### config.mk
export PLATFORM = sky130hd
export DESIGN_NAME = uart_io_bridge
export DESIGN_NICKNAME = d
export VERILOG_FILES = /design/src/rtl/uart_io_bridge.sv
export SDC_FILE = /design/constraint.sdc
export NUM_CORES = 1
export LEC_CHECK = 0
export ABC_AREA = 0
export BUFFER_PORTS_ARGS = -buffer_cell sky130_fd_sc_hd__buf_2
export CORE_ASPECT_RATIO = 1.75
export CORE_UTILIZATION = 54
export CTS_CLUSTER_SIZE = 14
export DETAILED_ROUTE_END_ITERATION = 6
export PLACE_DENSITY = 0.79
export SLEW_MARGIN = 5
export SYNTH_ARGS = -nofsm -noshare
export SYNTH_HDL_FRONTEND = slang
export SYNTH_SLANG_ARGS = --single-unit
### constraint.sdc
create_clock -name clk -period 3.1 [get_ports clk]
set_input_delay 0.465 -clock clk [delete_from_list [all_inputs] [get_ports clk]]
set_output_delay 0.465 -clock clk [all_outputs]
set_load 0.01 [all_outputs]
### src/rtl/uart_io_bridge.sv
// uart_io_bridge: MMU byte I/O to AXI4-Lite UART Lite master.
// Polls STAT, moves RX bytes into a local FIFO, sends one TX byte.
module uart_io_bridge #(
  parameter logic [31:0] BASE_ADDR     = 32'h0000_0000,
  parameter int          RX_DEPTH_LOG2 = 4
) (
  input  logic        clk,
  input  logic        rstn,
  output logic [7:0]  io_in_data,
  output logic        io_in_vld,
  input  logic        io_in_rdy,
  input  logic [7:0]  io_out_data,
  input  logic        io_out_vld,
  output logic        io_out_rdy,
  output logic [4:0]  io_err,
  input  logic        err_clr,
  output logic [31:0] m_axi_araddr,
  output logic        m_axi_arvalid,
  input  logic        m_axi_arready,
  input  logic [31:0] m_axi_rdata,
  input  logic [1:0]  m_axi_rresp,
  input  logic        m_axi_rvalid,
  output logic        m_axi_rready,
  output logic [31:0] m_axi_awaddr,
  output logic        m_axi_awvalid,
  input  logic        m_axi_awready,
  output logic [31:0] m_axi_wdata,
  output logic [3:0]  m_axi_wstrb,
  output logic        m_axi_wvalid,
  input  logic        m_axi_wready,
  input  logic [1:0]  m_axi_bresp,
  input  logic        m_axi_bvalid,
  output logic        m_axi_bready
);

  localparam int AW = RX_DEPTH_LOG2;

  typedef enum logic [3:0] {
    INIT, INIT_W, INIT_B, IDLE,
    STAT_AR, STAT_R, DECIDE,
    RX_AR, RX_R, TX_W, TX_B
  } state_t;

  state_t      state, state_n;
  logic [7:0]  stat, stat_n;
  logic [7:0]  tx_data;
  logic        tx_pend, tx_pend_n;
  logic        out_rdy_n;
  logic [4:0]  err_n;
  logic        arvalid_n, rready_n;
  logic        awvalid_n, wvalid_n, bready_n;
  logic [31:0] araddr_n, awaddr_n, wdata_n;
  logic        cap, push, pop;

  logic [7:0]  mem [2**AW];
  logic [AW:0] wr_ptr, rd_ptr;
  logic        full, empty;

  logic unused_ok;
  assign unused_ok = ^{m_axi_rdata[31:8], m_axi_rresp[0],
                       m_axi_bresp[0], stat[7:4], stat[2]};

  assign empty = (wr_ptr == rd_ptr);
  assign full  = (wr_ptr[AW] != rd_ptr[AW]) &&
                 (wr_ptr[AW-1:0] == rd_ptr[AW-1:0]);

  assign io_in_vld   = !empty;
  assign io_in_data  = mem[rd_ptr[AW-1:0]];
  assign pop         = io_in_vld && io_in_rdy;
  assign cap         = io_out_vld && io_out_rdy;
  assign m_axi_wstrb = m_axi_wvalid ? 4'b0001 : 4'b0000;

  // Next-state, AXI channel and error/TX flag computation.
  always_comb begin
    state_n   = state;
    stat_n    = stat;
    tx_pend_n = tx_pend;
    out_rdy_n = io_out_rdy;
    err_n     = io_err;
    arvalid_n = m_axi_arvalid;
    araddr_n  = m_axi_araddr;
    rready_n  = m_axi_rready;
    awvalid_n = m_axi_awvalid;
    awaddr_n  = m_axi_awaddr;
    wvalid_n  = m_axi_wvalid;
    wdata_n   = m_axi_wdata;
    bready_n  = m_axi_bready;
    push      = 1'b0;

    if (cap) begin
      tx_pend_n = 1'b1;
      out_rdy_n = 1'b0;
    end

    unique case (state)
      INIT: begin
        awvalid_n = 1'b1;
        wvalid_n  = 1'b1;
        awaddr_n  = BASE_ADDR + 32'hC;
        wdata_n   = 32'h3;
        state_n   = INIT_W;
      end
      INIT_W, TX_W: begin
        awvalid_n = m_axi_awvalid && !m_axi_awready;
        wvalid_n  = m_axi_wvalid && !m_axi_wready;
        if (!awvalid_n && !wvalid_n) begin
          bready_n = 1'b1;
          state_n  = (state == INIT_W) ? INIT_B : TX_B;
        end
      end
      INIT_B: begin
        if (m_axi_bvalid) begin
          bready_n  = 1'b0;
          out_rdy_n = 1'b1;
          state_n   = IDLE;
        end
      end
      IDLE: begin
        arvalid_n = 1'b1;
        araddr_n  = BASE_ADDR + 32'h8;
        state_n   = STAT_AR;
      end
      STAT_AR, RX_AR: begin
        if (m_axi_arready) begin
          arvalid_n = 1'b0;
          rready_n  = 1'b1;
          state_n   = (state == STAT_AR) ? STAT_R : RX_R;
        end
      end
      STAT_R: begin
        if (m_axi_rvalid) begin
          rready_n   = 1'b0;
          stat_n     = m_axi_rdata[7:0];
          err_n[3:1] = err_n[3:1] | m_axi_rdata[7:5];
          if (m_axi_rresp[1]) begin
            err_n[4] = 1'b1;
            state_n  = IDLE;
          end else begin
            state_n  = DECIDE;
          end
        end
      end
      DECIDE: begin
        if (stat[1] && full) err_n[0] = 1'b1;
        if (stat[0] && !full) begin
          arvalid_n = 1'b1;
          araddr_n  = BASE_ADDR;
          state_n   = RX_AR;
        end else if (tx_pend && !stat[3]) begin
          awvalid_n = 1'b1;
          wvalid_n  = 1'b1;
          awaddr_n  = BASE_ADDR + 32'h4;
          wdata_n   = {24'h0, tx_data};
          state_n   = TX_W;
        end else begin
          state_n   = IDLE;
        end
      end
      RX_R: begin
        if (m_axi_rvalid) begin
          rready_n = 1'b0;
          if (m_axi_rresp[1]) err_n[4] = 1'b1;
          else push = 1'b1;
          state_n  = IDLE;
        end
      end
      TX_B: begin
        if (m_axi_bvalid) begin
          bready_n  = 1'b0;
          tx_pend_n = 1'b0;
          out_rdy_n = 1'b1;
          if (m_axi_bresp[1]) err_n[4] = 1'b1;
          state_n   = IDLE;
        end
      end
      default: state_n = INIT;
    endcase

    if (err_clr) err_n = '0;
  end

  // Control and AXI output registers.
  always_ff @(posedge clk or negedge rstn) begin
    if (!rstn) begin
      state         <= INIT;
      stat          <= '0;
      tx_pend       <= 1'b0;
      tx_data       <= '0;
      io_out_rdy    <= 1'b0;
      io_err        <= '0;
      m_axi_arvalid <= 1'b0;
      m_axi_araddr  <= '0;
      m_axi_rready  <= 1'b0;
      m_axi_awvalid <= 1'b0;
      m_axi_awaddr  <= '0;
      m_axi_wvalid  <= 1'b0;
      m_axi_wdata   <= '0;
      m_axi_bready  <= 1'b0;
    end else begin
      state         <= state_n;
      stat          <= stat_n;
      tx_pend       <= tx_pend_n;
      io_out_rdy    <= out_rdy_n;
      io_err        <= err_n;
      m_axi_arvalid <= arvalid_n;
      m_axi_araddr  <= araddr_n;
      m_axi_rready  <= rready_n;
      m_axi_awvalid <= awvalid_n;
      m_axi_awaddr  <= awaddr_n;
      m_axi_wvalid  <= wvalid_n;
      m_axi_wdata   <= wdata_n;
      m_axi_bready  <= bready_n;
      if (cap) tx_data <= io_out_data;
    end
  end

  // RX FIFO pointers; extra MSB separates full from empty.
  always_ff @(posedge clk or negedge rstn) begin
    if (!rstn) begin
      wr_ptr <= '0;
      rd_ptr <= '0;
    end else begin
      if (push) wr_ptr <= wr_ptr + 1'b1;
      if (pop)  rd_ptr <= rd_ptr + 1'b1;
    end
  end

  // RX FIFO storage.
  always_ff @(posedge clk) begin
    if (push) mem[wr_ptr[AW-1:0]] <= m_axi_rdata[7:0];
  end

endmodule

==> flow_summary.yaml <==
power_and_ir_drop:
  ir_drop_v: 0.000526
  p_per_area_nw_per_um2: 859
  leakagePower_nw: 3.43
placed_design:
  dp_cells: 771
  hpwlAfterDp_mm: 10.6
  place_area_sq_um: 8200
  place_congestion: 0.986
  io_buffers: 59
drt:
  routed_via_density: 5.42
  drt.antenna.violating_nets: 0
  drt_wl_total_mm: 15.1
  vias: 4352
  drtPass1Iterations: 5
  drtIter0Drc: 292
  drc: 0
  wire_per_inst_um: 18.8
cts:
  clk_latency_ns: 0.42
  clkTransAtPathRegs_ns: 0.06
  cts_made_buffers: 17
  clockBufferDepth: 2
  post_cts.repair.setup_buffers: 0
  cts_resized: 0
  cts_tree: "done"
  ctsHtreeMaxLevel: 4
  cts_hold_buffers: 0
  cts_sinks: 176
  cts_root_buf: "clkbuf_16"
floorplanning:
  core_region_area_sq_um: 14400
  die_h_um: 162
  ios: 174
  die_width_um: 93.5
  start_util_pct: 55.1
  design.die.area_sq_um: 15200
  num_rows: 58
timing:
  post-route-min-period_ns: 2.92
  fmax_ghz: 0.342
  slew_headroom_pct: 30.5
  rsz0062_at_grt: "no"
  tightest_slew_ns: 1.04
  setup_tns_ns: 0
  skew_ns: 0.00891
  hold_ws_ns: 0.232
  hold_viol: 0
  finalMaxSlewViolations: 0
  setup_viol: 0
  fin_crit_sh_pct: 94.3
logic_synthesis:
  synthArstFlopShare_pct: 27.3
  synth_edf_count: 128
  syn_area_sq_um: 7910
  synth_cell_types: 45
  synth-seq-area-share_pct: 63.7
  yosysWarnings: 0
  syn_avg_cell_area_sq_um: 15.0
  netlist_instances: 528
  synth_ff_type: "edfxtp_1"
  ys_seq_elements: 176
global_routing:
  grt.overflow.total: 0
  grt_pass1_vias: 4365
  grt_use_total_pct: 21.7
  antenna_found_initial: 0
  grt_pass1_wl_mm: 23.7
  grt_start_max_net_pins: 49
run:
  cap_violations: 0
layout:
  fin_nets: 669
  regArea_sq_um: 5050
  multi_input_area_sq_um: 2360
  fin_cells: 803
  final_common_cell: "edfxtp_1"
  layout_common_cells: "128 x edfxtp_1, 88 x conb_1, 59 x buf_2"
  antenna_cells: 0
  final_layout_size_suffix_gt1_share_pct: 27.0
  area_growth_pct: 11.3
  nFillCells: 1065
  fin_area_sq_um: 8810
setup_path:
  critPathKind: "register to output port"
  cpLargestDelayFamily: "multiplexers"
  cp.arrival_ns: 2.46
  worstSetupEndpointType: "output port"
  cp_max_fo: 16
  slowest_delay_ns: 0.58
  critPathBufInv: 2
  path_cells: "buf_12 -> mux4_1 -> nor2b_1 -> a211oi_1 -> a21oi_1 -> buf_2"
  startpoint_type: "register"
  cpMaxStageDelayCell: "mux4_1"
  cp.required_ns: 2.63
run_status:
  status: "finished clean"
min_path:
  hold_class: "primary input to async pin"
## synth_stat cells, types with 2 or more instances
master | count | area [sq um]
edfxtp_1 | 128 | 3840
buf_2 | 10 | 50.1
buf_4 | 90 | 676
buf_6 | 2 | 22.5
nor3_1 | 6 | 30.0
xnor2_1 | 7 | 61.3
mux2i_1 | 8 | 80.1
clkbuf_1 | 8 | 30.0
xor2_1 | 7 | 61.3
nor4_4 | 2 | 42.5
a22o_1 | 6 | 52.6
a21o_1 | 2 | 15.0
o21ai_0 | 11 | 55.1
dfrtp_1 | 48 | 1200
mux4_2 | 31 | 698
a21oi_1 | 22 | 110
a211oi_1 | 9 | 67.6
nand3_1 | 5 | 25.0
a31oi_1 | 2 | 12.5
inv_1 | 13 | 48.8
nand2b_1 | 8 | 50.1
nor3b_1 | 2 | 15.0
mux2_2 | 13 | 146
nand2_1 | 22 | 82.6
nor2b_1 | 12 | 75.1
nand4_1 | 3 | 18.8
ha_1 | 5 | 62.6
nor2_1 | 27 | 101
a22oi_1 | 3 | 22.5
## final cells by class
cell class	instances	share of cell area [%]
clock buffer	18	4.87
clock inverter	14	1.99
inverter	13	0.554
multi-input combinational	315	26.9
sequential	176	57.3
tap	180	2.56
timing repair buffer	87	5.88
## metrics by stage
stage	total power, mW	utilization (%)	setup WS (ns)
6_report	7.57	61.3	0.178
5_1_grt	7.94	61.3	0.00342
4_1_cts	7.63	61.3	0.134
3_5_place_dp	5.47	57.1	0.590
3_3_place_gp	5.37	57.1	0.645
2_1_floorplan	4.86	-	0.809
## worst paths after layout
kind                       slack [ns]  depth (start not counted)               to             from
min in group clk                 0.27                          2       tx_data[7]   io_out_data[7]
hold reg to reg                  0.47                          1  m_axi_awaddr[2]  m_axi_awaddr[2]
setup reg to reg                 0.73                          4        mem[0][7]         state[0]
hold / removal                   0.23                          1    m_axi_arvalid             rstn
setup / recovery                 0.18                          6    io_in_data[7]        rd_ptr[0]
max in group asynchronous        2.17                          1        rd_ptr[0]             rstn
## power breakdown
part           total (mW)  internal (mW)  leakage (nW)  switching (mW)
Clock                2.15           1.22         0.282           0.930
Combinational        2.36           1.09          1.42            1.27
Sequential           3.06           2.78          1.73           0.278
Total                7.57           5.09          3.43            2.47
## per-layer routing
layer / part of all wire, % / track usage (%) / vias up
met5: 0 / 0 / -
met4: 2.6 / 8.46 / 0
met3: 5.1 / 4.03 / 30
met2: 58 / 40.7 / 212
met1: 34 / 23.6 / 2175
li1: - / - / 1935
## sequential cells by signal, summed over array words and instances, names as in the netlist
name           cells
tx_pend            1
tx_data            8
m_axi_awaddr       2
stat               3
m_axi_araddr       1
wr_ptr             5
rd_ptr             5
io_out_rdy         1
m_axi_wdata        8
io_err             5
m_axi_wvalid       1
m_axi_bready       1
m_axi_awvalid      1
state              4
mem              128
m_axi_rready       1
m_axi_arvalid      1
## kinds of logic after synthesis
logic type	share of synthesized area, %
muxes	12.0
xor gates and xnor gates	1.55
buffers and inverters	10.5
other	0.0474
DFF	63.7
and+or+nand+nor	6.21
adders and majority gates	0.791
AOI/OAI and AO/OA	5.14
Power figures use the tool's default switching activity.
